$ cat src/rtl/bht_access_controller_if.sv
// Bundles the fetch lookup, resolve update and table-port signals of the
// branch history table controller. The controller takes the slave view; the
// surrounding fetch/resolve/storage logic (or a bench) takes the master view.
interface bht_access_controller_if #(
    parameter int ADDR_WIDTH = 32,
    parameter int IDX_W      = 7
);
    // fetch lookup and prediction response
    logic                  lookup_valid;
    logic [ADDR_WIDTH-1:0] lookup_addr;
    logic                  lookup_ready;
    logic                  pred_valid;
    logic                  pred_taken;
    // resolve-stage updates
    logic                  upd_valid;
    logic [ADDR_WIDTH-1:0] upd_addr;
    logic                  upd_taken;
    logic                  upd_ready;
    // single-port table storage
    logic                  mem_en;
    logic                  mem_we;
    logic [IDX_W-1:0]      mem_addr;
    logic [1:0]            mem_wdata;
    logic [1:0]            mem_rdata;

    modport slave (
        input  lookup_valid, lookup_addr, upd_valid, upd_addr, upd_taken, mem_rdata,
        output lookup_ready, pred_valid, pred_taken, upd_ready,
               mem_en, mem_we, mem_addr, mem_wdata
    );

    modport master (
        output lookup_valid, lookup_addr, upd_valid, upd_addr, upd_taken, mem_rdata,
        input  lookup_ready, pred_valid, pred_taken, upd_ready,
               mem_en, mem_we, mem_addr, mem_wdata
    );
endinterface

$ cat src/rtl/bht_access_controller.sv
// Branch history table port sequencer: initialisation sweep, lookup/update
// arbitration on the single table port, and a small resolved-update FIFO.
// Updates are read-modify-write (read in RUN, write back in UPD_WR).
module bht_access_controller #(
    parameter int HISTORY_DEPTH  = 128,
    parameter int ADDR_WIDTH     = 32,
    parameter int UPD_FIFO_DEPTH = 4,
    parameter int STARVE_LIMIT   = 8
) (
    input  logic clk,
    input  logic sync_rst,
    input  logic clk_en,
    input  logic flush,
    output logic init_done,
    bht_access_controller_if.slave bus
);
    localparam int IDX_W = $clog2(HISTORY_DEPTH);
    localparam int PTR_W = $clog2(UPD_FIFO_DEPTH);
    localparam int STV_W = $clog2(STARVE_LIMIT + 1);

    typedef enum logic [1:0] {INIT, RUN, UPD_WR} state_t;

    state_t           state, state_nxt;
    logic [IDX_W-1:0] init_cnt;
    logic [IDX_W-1:0] fifo_idx [UPD_FIFO_DEPTH];
    logic             fifo_tkn [UPD_FIFO_DEPTH];
    logic [PTR_W:0]   wr_ptr, rd_ptr;
    logic [STV_W-1:0] starve;
    logic [IDX_W-1:0] hold_idx;
    logic             hold_taken;
    logic             pred_q;

    logic             active, op;
    logic             fifo_empty, fifo_full, force_upd;
    logic             accept, pop, push;
    logic [IDX_W-1:0] lookup_idx, upd_idx;
    logic [1:0]       sat_val;

    // Word-aligned PCs: drop the byte offset, ignore bits above the index.
    assign lookup_idx = bus.lookup_addr[IDX_W+1:2];
    assign upd_idx    = bus.upd_addr[IDX_W+1:2];

    logic unused_addr_bits;
    assign unused_addr_bits = ^{bus.lookup_addr[ADDR_WIDTH-1:IDX_W+2], bus.lookup_addr[1:0],
                                bus.upd_addr[ADDR_WIDTH-1:IDX_W+2], bus.upd_addr[1:0]};

    // active: the block is stepping this cycle; op: it may also start port work
    // (a flush cycle only re-arms state and issues nothing).
    assign active = clk_en && !sync_rst;
    assign op     = active && !flush;

    assign fifo_empty = (wr_ptr == rd_ptr);
    assign fifo_full  = (wr_ptr[PTR_W] != rd_ptr[PTR_W]) &&
                        (wr_ptr[PTR_W-1:0] == rd_ptr[PTR_W-1:0]);
    assign force_upd  = fifo_full || (starve == STV_W'(STARVE_LIMIT));

    assign bus.upd_ready  = op && !fifo_full;
    assign push           = bus.upd_valid && bus.upd_ready;
    assign bus.pred_valid = pred_q && active;
    assign bus.pred_taken = bus.mem_rdata[1];
    assign init_done      = !sync_rst && (state != INIT);

    // Two-bit saturating counter step using the value read in the previous cycle.
    always_comb begin
        sat_val = bus.mem_rdata;
        if (hold_taken) begin
            if (bus.mem_rdata != 2'b11) sat_val = bus.mem_rdata + 2'b01;
        end else begin
            if (bus.mem_rdata != 2'b00) sat_val = bus.mem_rdata - 2'b01;
        end
    end

    // Next state, port arbitration and table-port drive.
    always_comb begin
        state_nxt        = state;
        bus.mem_en       = 1'b0;
        bus.mem_we       = 1'b0;
        bus.mem_addr     = init_cnt;
        bus.mem_wdata    = 2'b01;
        bus.lookup_ready = 1'b0;
        accept           = 1'b0;
        pop              = 1'b0;
        if (op) begin
            case (state)
                INIT: begin
                    bus.mem_en = 1'b1;
                    bus.mem_we = 1'b1;
                    if (init_cnt == IDX_W'(HISTORY_DEPTH - 1)) state_nxt = RUN;
                end
                RUN: begin
                    bus.lookup_ready = !force_upd;
                    if (bus.lookup_valid && !force_upd) begin
                        accept       = 1'b1;
                        bus.mem_en   = 1'b1;
                        bus.mem_addr = lookup_idx;
                    end else if (!fifo_empty) begin
                        pop          = 1'b1;
                        bus.mem_en   = 1'b1;
                        bus.mem_addr = fifo_idx[rd_ptr[PTR_W-1:0]];
                        state_nxt    = UPD_WR;
                    end
                end
                UPD_WR: begin
                    bus.mem_en    = 1'b1;
                    bus.mem_we    = 1'b1;
                    bus.mem_addr  = hold_idx;
                    bus.mem_wdata = sat_val;
                    state_nxt     = RUN;
                end
                default: state_nxt = INIT;
            endcase
        end
        if (active && flush) state_nxt = INIT;
    end

    // Control state: FSM, sweep index, FIFO pointers, starvation count.
    always_ff @(posedge clk) begin
        if (sync_rst) begin
            state    <= INIT;
            init_cnt <= '0;
            wr_ptr   <= '0;
            rd_ptr   <= '0;
            starve   <= '0;
            pred_q   <= 1'b0;
        end else if (clk_en) begin
            pred_q <= accept;
            state  <= state_nxt;
            if (flush) begin
                init_cnt <= '0;
                wr_ptr   <= '0;
                rd_ptr   <= '0;
                starve   <= '0;
            end else begin
                if (state == INIT) init_cnt <= init_cnt + 1'b1;
                if (push) wr_ptr <= wr_ptr + 1'b1;
                if (pop)  rd_ptr <= rd_ptr + 1'b1;
                if (accept)   starve <= fifo_empty ? '0 : starve + 1'b1;
                else if (pop) starve <= '0;
            end
        end
    end

    // FIFO payload and popped-update holding register (no reset needed; guarded by pointers/state).
    always_ff @(posedge clk) begin
        if (push) begin
            fifo_idx[wr_ptr[PTR_W-1:0]] <= upd_idx;
            fifo_tkn[wr_ptr[PTR_W-1:0]] <= bus.upd_taken;
        end
        if (pop) begin
            hold_idx   <= fifo_idx[rd_ptr[PTR_W-1:0]];
            hold_taken <= fifo_tkn[rd_ptr[PTR_W-1:0]];
        end
    end
endmodule

$ cat src/flat_wrapper.sv
// flat-port wrapper written by rule: the top's interface ports become plain ports
module bht_access_controller_flat 
#(
    parameter int HISTORY_DEPTH  = 128,
    parameter int ADDR_WIDTH     = 32,
    parameter int UPD_FIFO_DEPTH = 4,
    parameter int STARVE_LIMIT   = 8
)
  (clk, sync_rst, clk_en, flush, init_done, bus_lookup_valid, bus_lookup_addr, bus_upd_valid, bus_upd_addr, bus_upd_taken, bus_mem_rdata, bus_lookup_ready, bus_pred_valid, bus_pred_taken, bus_upd_ready, bus_mem_en, bus_mem_we, bus_mem_addr, bus_mem_wdata);
  bht_access_controller_if #(.ADDR_WIDTH(ADDR_WIDTH), .IDX_W(7)) bus_i ();
  input  logic clk;
  input  logic sync_rst;
  input  logic clk_en;
  input  logic flush;
  output logic init_done;
  input wire logic [$bits(bus_i.lookup_valid)-1:0] bus_lookup_valid;
  input wire logic [$bits(bus_i.lookup_addr)-1:0] bus_lookup_addr;
  input wire logic [$bits(bus_i.upd_valid)-1:0] bus_upd_valid;
  input wire logic [$bits(bus_i.upd_addr)-1:0] bus_upd_addr;
  input wire logic [$bits(bus_i.upd_taken)-1:0] bus_upd_taken;
  input wire logic [$bits(bus_i.mem_rdata)-1:0] bus_mem_rdata;
  output wire logic [$bits(bus_i.lookup_ready)-1:0] bus_lookup_ready;
  output wire logic [$bits(bus_i.pred_valid)-1:0] bus_pred_valid;
  output wire logic [$bits(bus_i.pred_taken)-1:0] bus_pred_taken;
  output wire logic [$bits(bus_i.upd_ready)-1:0] bus_upd_ready;
  output wire logic [$bits(bus_i.mem_en)-1:0] bus_mem_en;
  output wire logic [$bits(bus_i.mem_we)-1:0] bus_mem_we;
  output wire logic [$bits(bus_i.mem_addr)-1:0] bus_mem_addr;
  output wire logic [$bits(bus_i.mem_wdata)-1:0] bus_mem_wdata;
  assign bus_i.lookup_valid = bus_lookup_valid;
  assign bus_i.lookup_addr = bus_lookup_addr;
  assign bus_i.upd_valid = bus_upd_valid;
  assign bus_i.upd_addr = bus_upd_addr;
  assign bus_i.upd_taken = bus_upd_taken;
  assign bus_i.mem_rdata = bus_mem_rdata;
  assign bus_lookup_ready = bus_i.lookup_ready;
  assign bus_pred_valid = bus_i.pred_valid;
  assign bus_pred_taken = bus_i.pred_taken;
  assign bus_upd_ready = bus_i.upd_ready;
  assign bus_mem_en = bus_i.mem_en;
  assign bus_mem_we = bus_i.mem_we;
  assign bus_mem_addr = bus_i.mem_addr;
  assign bus_mem_wdata = bus_i.mem_wdata;
  bht_access_controller #(.HISTORY_DEPTH(HISTORY_DEPTH), .ADDR_WIDTH(ADDR_WIDTH), .UPD_FIFO_DEPTH(UPD_FIFO_DEPTH), .STARVE_LIMIT(STARVE_LIMIT)) u_core (.clk(clk), .sync_rst(sync_rst), .clk_en(clk_en), .flush(flush), .init_done(init_done), .bus(bus_i));
endmodule
$ cat config.mk
export PLATFORM = sky130hd
export DESIGN_NAME = bht_access_controller_flat
export DESIGN_NICKNAME = d
export VERILOG_FILES = /design/src/rtl/bht_access_controller_if.sv /design/src/rtl/bht_access_controller.sv /design/src/flat_wrapper.sv
export SDC_FILE = /design/constraint.sdc
export NUM_CORES = 1
export LEC_CHECK = 0
export ABC_CLOCK_PERIOD_IN_PS = 2600
export CAP_MARGIN = 20
export CORE_MARGIN = 2
export CORE_UTILIZATION = 30
export DETAILED_ROUTE_END_ITERATION = 8
export SLEW_MARGIN = 20
export SYNTH_ARGS = -nofsm -noshare
export SYNTH_HDL_FRONTEND = slang
export SYNTH_SLANG_ARGS = --single-unit
$ cat constraint.sdc
create_clock -name clk -period 2.6 [get_ports clk]
set_input_delay 0.65 -clock clk [delete_from_list [all_inputs] [get_ports clk]]
set_output_delay 0.65 -clock clk [all_outputs]
set_load 0.1 [all_outputs]
==> out/results.ini <==
[final_layout]
mostFrequentLayoutCells=buf_4 (40), edfxtp_1 (40), nand2_1 (26)
final_cells=507
diodes=0
nets=447
areaGrowthSynthToFinish_pct=43.9
final_design_area_no_fill_um2=4680
drive_above_1_share=0.387

[sta]
slew_headroom=0.651
period_share=1.02
finalCriticalPeriod_ns=2.66
slew_violations=0
timing.final.hold_violations=0
worst_slew_pin_slew_ns=0.510
setup_slack_ns=-0.0557
setup_viol=8
grt_setup_unrepaired=true
skew_ns=0.00723
fmax_mhz=377

[floorplanning]
die-area_um2=11700
boundaryPins=89
row_count=38
core-area_um2=10700
fp.dieW_um=108
start_util=0.304
fp.dieH_um=108

[global_route]
grt_use_total=0.145
antenna_found_initial=0
grt_pass1_vias=2516
grt_pass1_wl_mm=12.9
overflow=0
grt_max_degree=18

[routing]
vias=2547
dr.pass1.iters=4
drtAntennaViolNets=0
drc=0
via_per_inst=5.02
finalWirelength_mm=8.05
wl_per_cell_um=15.9
drtIter0Drc=102

[critical_path]
setup.worst_path.start=u_core.starve[1]$_SDFFE_PP0P_
slowest_delay_ns=0.38
endpoint_kind=output pin
crit_family=buffers and inverters
crit_chain=inv_2, ha_4, nand3b_4, a2111oi_4, buf_4, nand3_2, nand4_1, buf_12
reg2reg_from=u_core.state[1]$_SDFFE_PP0P_
crit_fanout=4
crit_required_ns=1.95
cp_data_arrival_time_ns=2.01
crit_type=flop to output pin
cp_slowest_cell=a2111oi_4
crit_buf_inv=3
startpoint_type=flop

[place]
io_buffers=38
place_area_um2=4270
dp_cells=479
gp_congestion=0.790
dpl_worst_slack_ns=-0.349
dpl.hpwl_mm=5.64

[cts]
cts_made_buffers=9
clkSinkCount=62
hold_buffers=0
cts.clk_slew.worst_paths_ns=0.08
htreeDepth=3
clk_latency_ns=0.34
clockRootBuffer=clkbuf_8
clk_path_buf_depth=2
cts_tree=built

[logic_synthesis]
muxShareOfSynthArea=0.0738
syn_nets=363
synth_simple_gate_area_frac=0.188
syn_inst=278
ys_async_sr_fraction=0
synth_compound_area_frac=0.107
ys_seq_elements=62
synth_warnings=0
synth_top_family_by_area=simple AND/OR/NAND/NOR gates
synth_xor_area_frac=0.0384
netlist_area_um2=3260
synth_flop_cell=edfxtp_1
synth_edf_count=40
yosysSeqAreaShare=0.504
yosysUniqueCellTypes=54
synth-adder-area-share=0.0523
synth_area_per_cell_um2=11.7

[power]
vdd_drop_max_mv=0.272
p_per_area_nw_per_um2=457
leakage_nw=1.68

[run_status]
status=finished with violations
violations=negative setup slack

[job]
maxCapViolations=0

[min_path]
min_path_type=flop to flop
min_from=u_core.pred_q$_SDFFE_PP0P_

## tightest hold or removal path, delay by kind of cell, from the launching register on
kind               cells  cell delay, ns
and+or+nand+nor        1            0.07
AOI/OAI and AO/OA      1            0.06
DFF                    1            0.34
## through the flow
| step | power, mW | TNS [ns] | hold slack [ns] | util |
|---|---|---|---|---|
| floorplan | 1.23 | -2.70 | 0.444 | - |
| global placement | 1.35 | -5.33 | 0.463 | 0.399 |
| detailed placement | 1.36 | -5.69 | 0.491 | 0.399 |
| CTS | 2.15 | -0.329 | 0.508 | 0.436 |
| global route | 2.21 | -1.06 | 0.560 | 0.438 |
| finish | 2.14 | -0.268 | 0.501 | 0.438 |
## state kept, by name (all words and copies together) (netlist names), named ones only
| register | flops |
|---|---|
| u_core.hold_idx | 7 |
| u_core.fifo_tkn | 4 |
| u_core.wr_ptr | 3 |
| u_core.pred_q | 1 |
| u_core.rd_ptr | 3 |
| u_core.init_cnt | 7 |
| u_core.state | 2 |
| u_core.hold_taken | 1 |
| u_core.fifo_idx | 28 |
| u_core.starve | 4 |
## what timing repair did
action,CTS,global route
buffers inserted,10,0
pin swaps,14,3
endpoints found under the setup margin,13,9
gates cloned,2,0
resized for setup,44,6
## path summary, 6_finish.rpt
check / end / slack [ns] / cells after the start
setup / recovery: bus_mem_addr[6] / -0.06 / 8
hold / removal: u_core.pred_q$_SDFFE_PP0P_ / 0.50 / 2
setup reg to reg: u_core.rd_ptr[2]$_SDFFE_PP0P_ / 0.68 / 8
hold reg to reg: u_core.pred_q$_SDFFE_PP0P_ / 0.50 / 2
## power by group
| group | switching, mW | total [mW] | internal (mW) |
|---|---|---|---|
| clock | 0.422 | 0.779 | 0.357 |
| combinational | 0.171 | 0.301 | 0.130 |
| sequential | 0.00933 | 1.06 | 1.05 |
| total | 0.602 | 2.14 | 1.54 |
## routing by layer
layer / global-route usage / wire (µm) / vias to the layer above
li1: - / - / 1228
met1: 0.180 / 3330 / 1228
met2: 0.247 / 4070 / 73
met3: 0.0217 / 450 / 18
met4: 0.0742 / 201 / 0
met5: 0 / 0 / -
## cell usage after synthesis (all sizes together) (3+ instances only)
cell,number,area share
mux2i,6,0.018
clkbuf,7,0.0081
or3,3,0.0058
nand4,11,0.021
edfxtp,40,0.37
xnor2,4,0.011
nand3,28,0.047
nand2,26,0.030
nand3b,3,0.011
ha,12,0.046
xor2,6,0.028
buf,6,0.012
inv,14,0.016
nor2,12,0.014
o21ai,9,0.015
and2,7,0.014
a21oi,5,0.0077
mux4,8,0.055
nor2b,3,0.0058
a31oi,4,0.0077
and3,9,0.017
dfxtp,22,0.14
## logic make-up (layout without fill, tap and decap cells)
logic type / Yosys count / after routing
mux: 14 / 14
flops: 62 / 62
simple gates: 111 / 112
fa+ha+maj: 14 / 14
compound gates: 40 / 40
buf+inv: 27 / 115
xor+xnor: 10 / 10
## area by class of cell
class,count,area (µm²)
clock buffer,9,124
timing repair buffer,85,956
sequential,62,1650
clock inverter,7,56.3
fill,1008,6010
tap,140,175
inverter,14,57.6
multi-input combinational,190,1660
(Power assumes the default switching activity.)
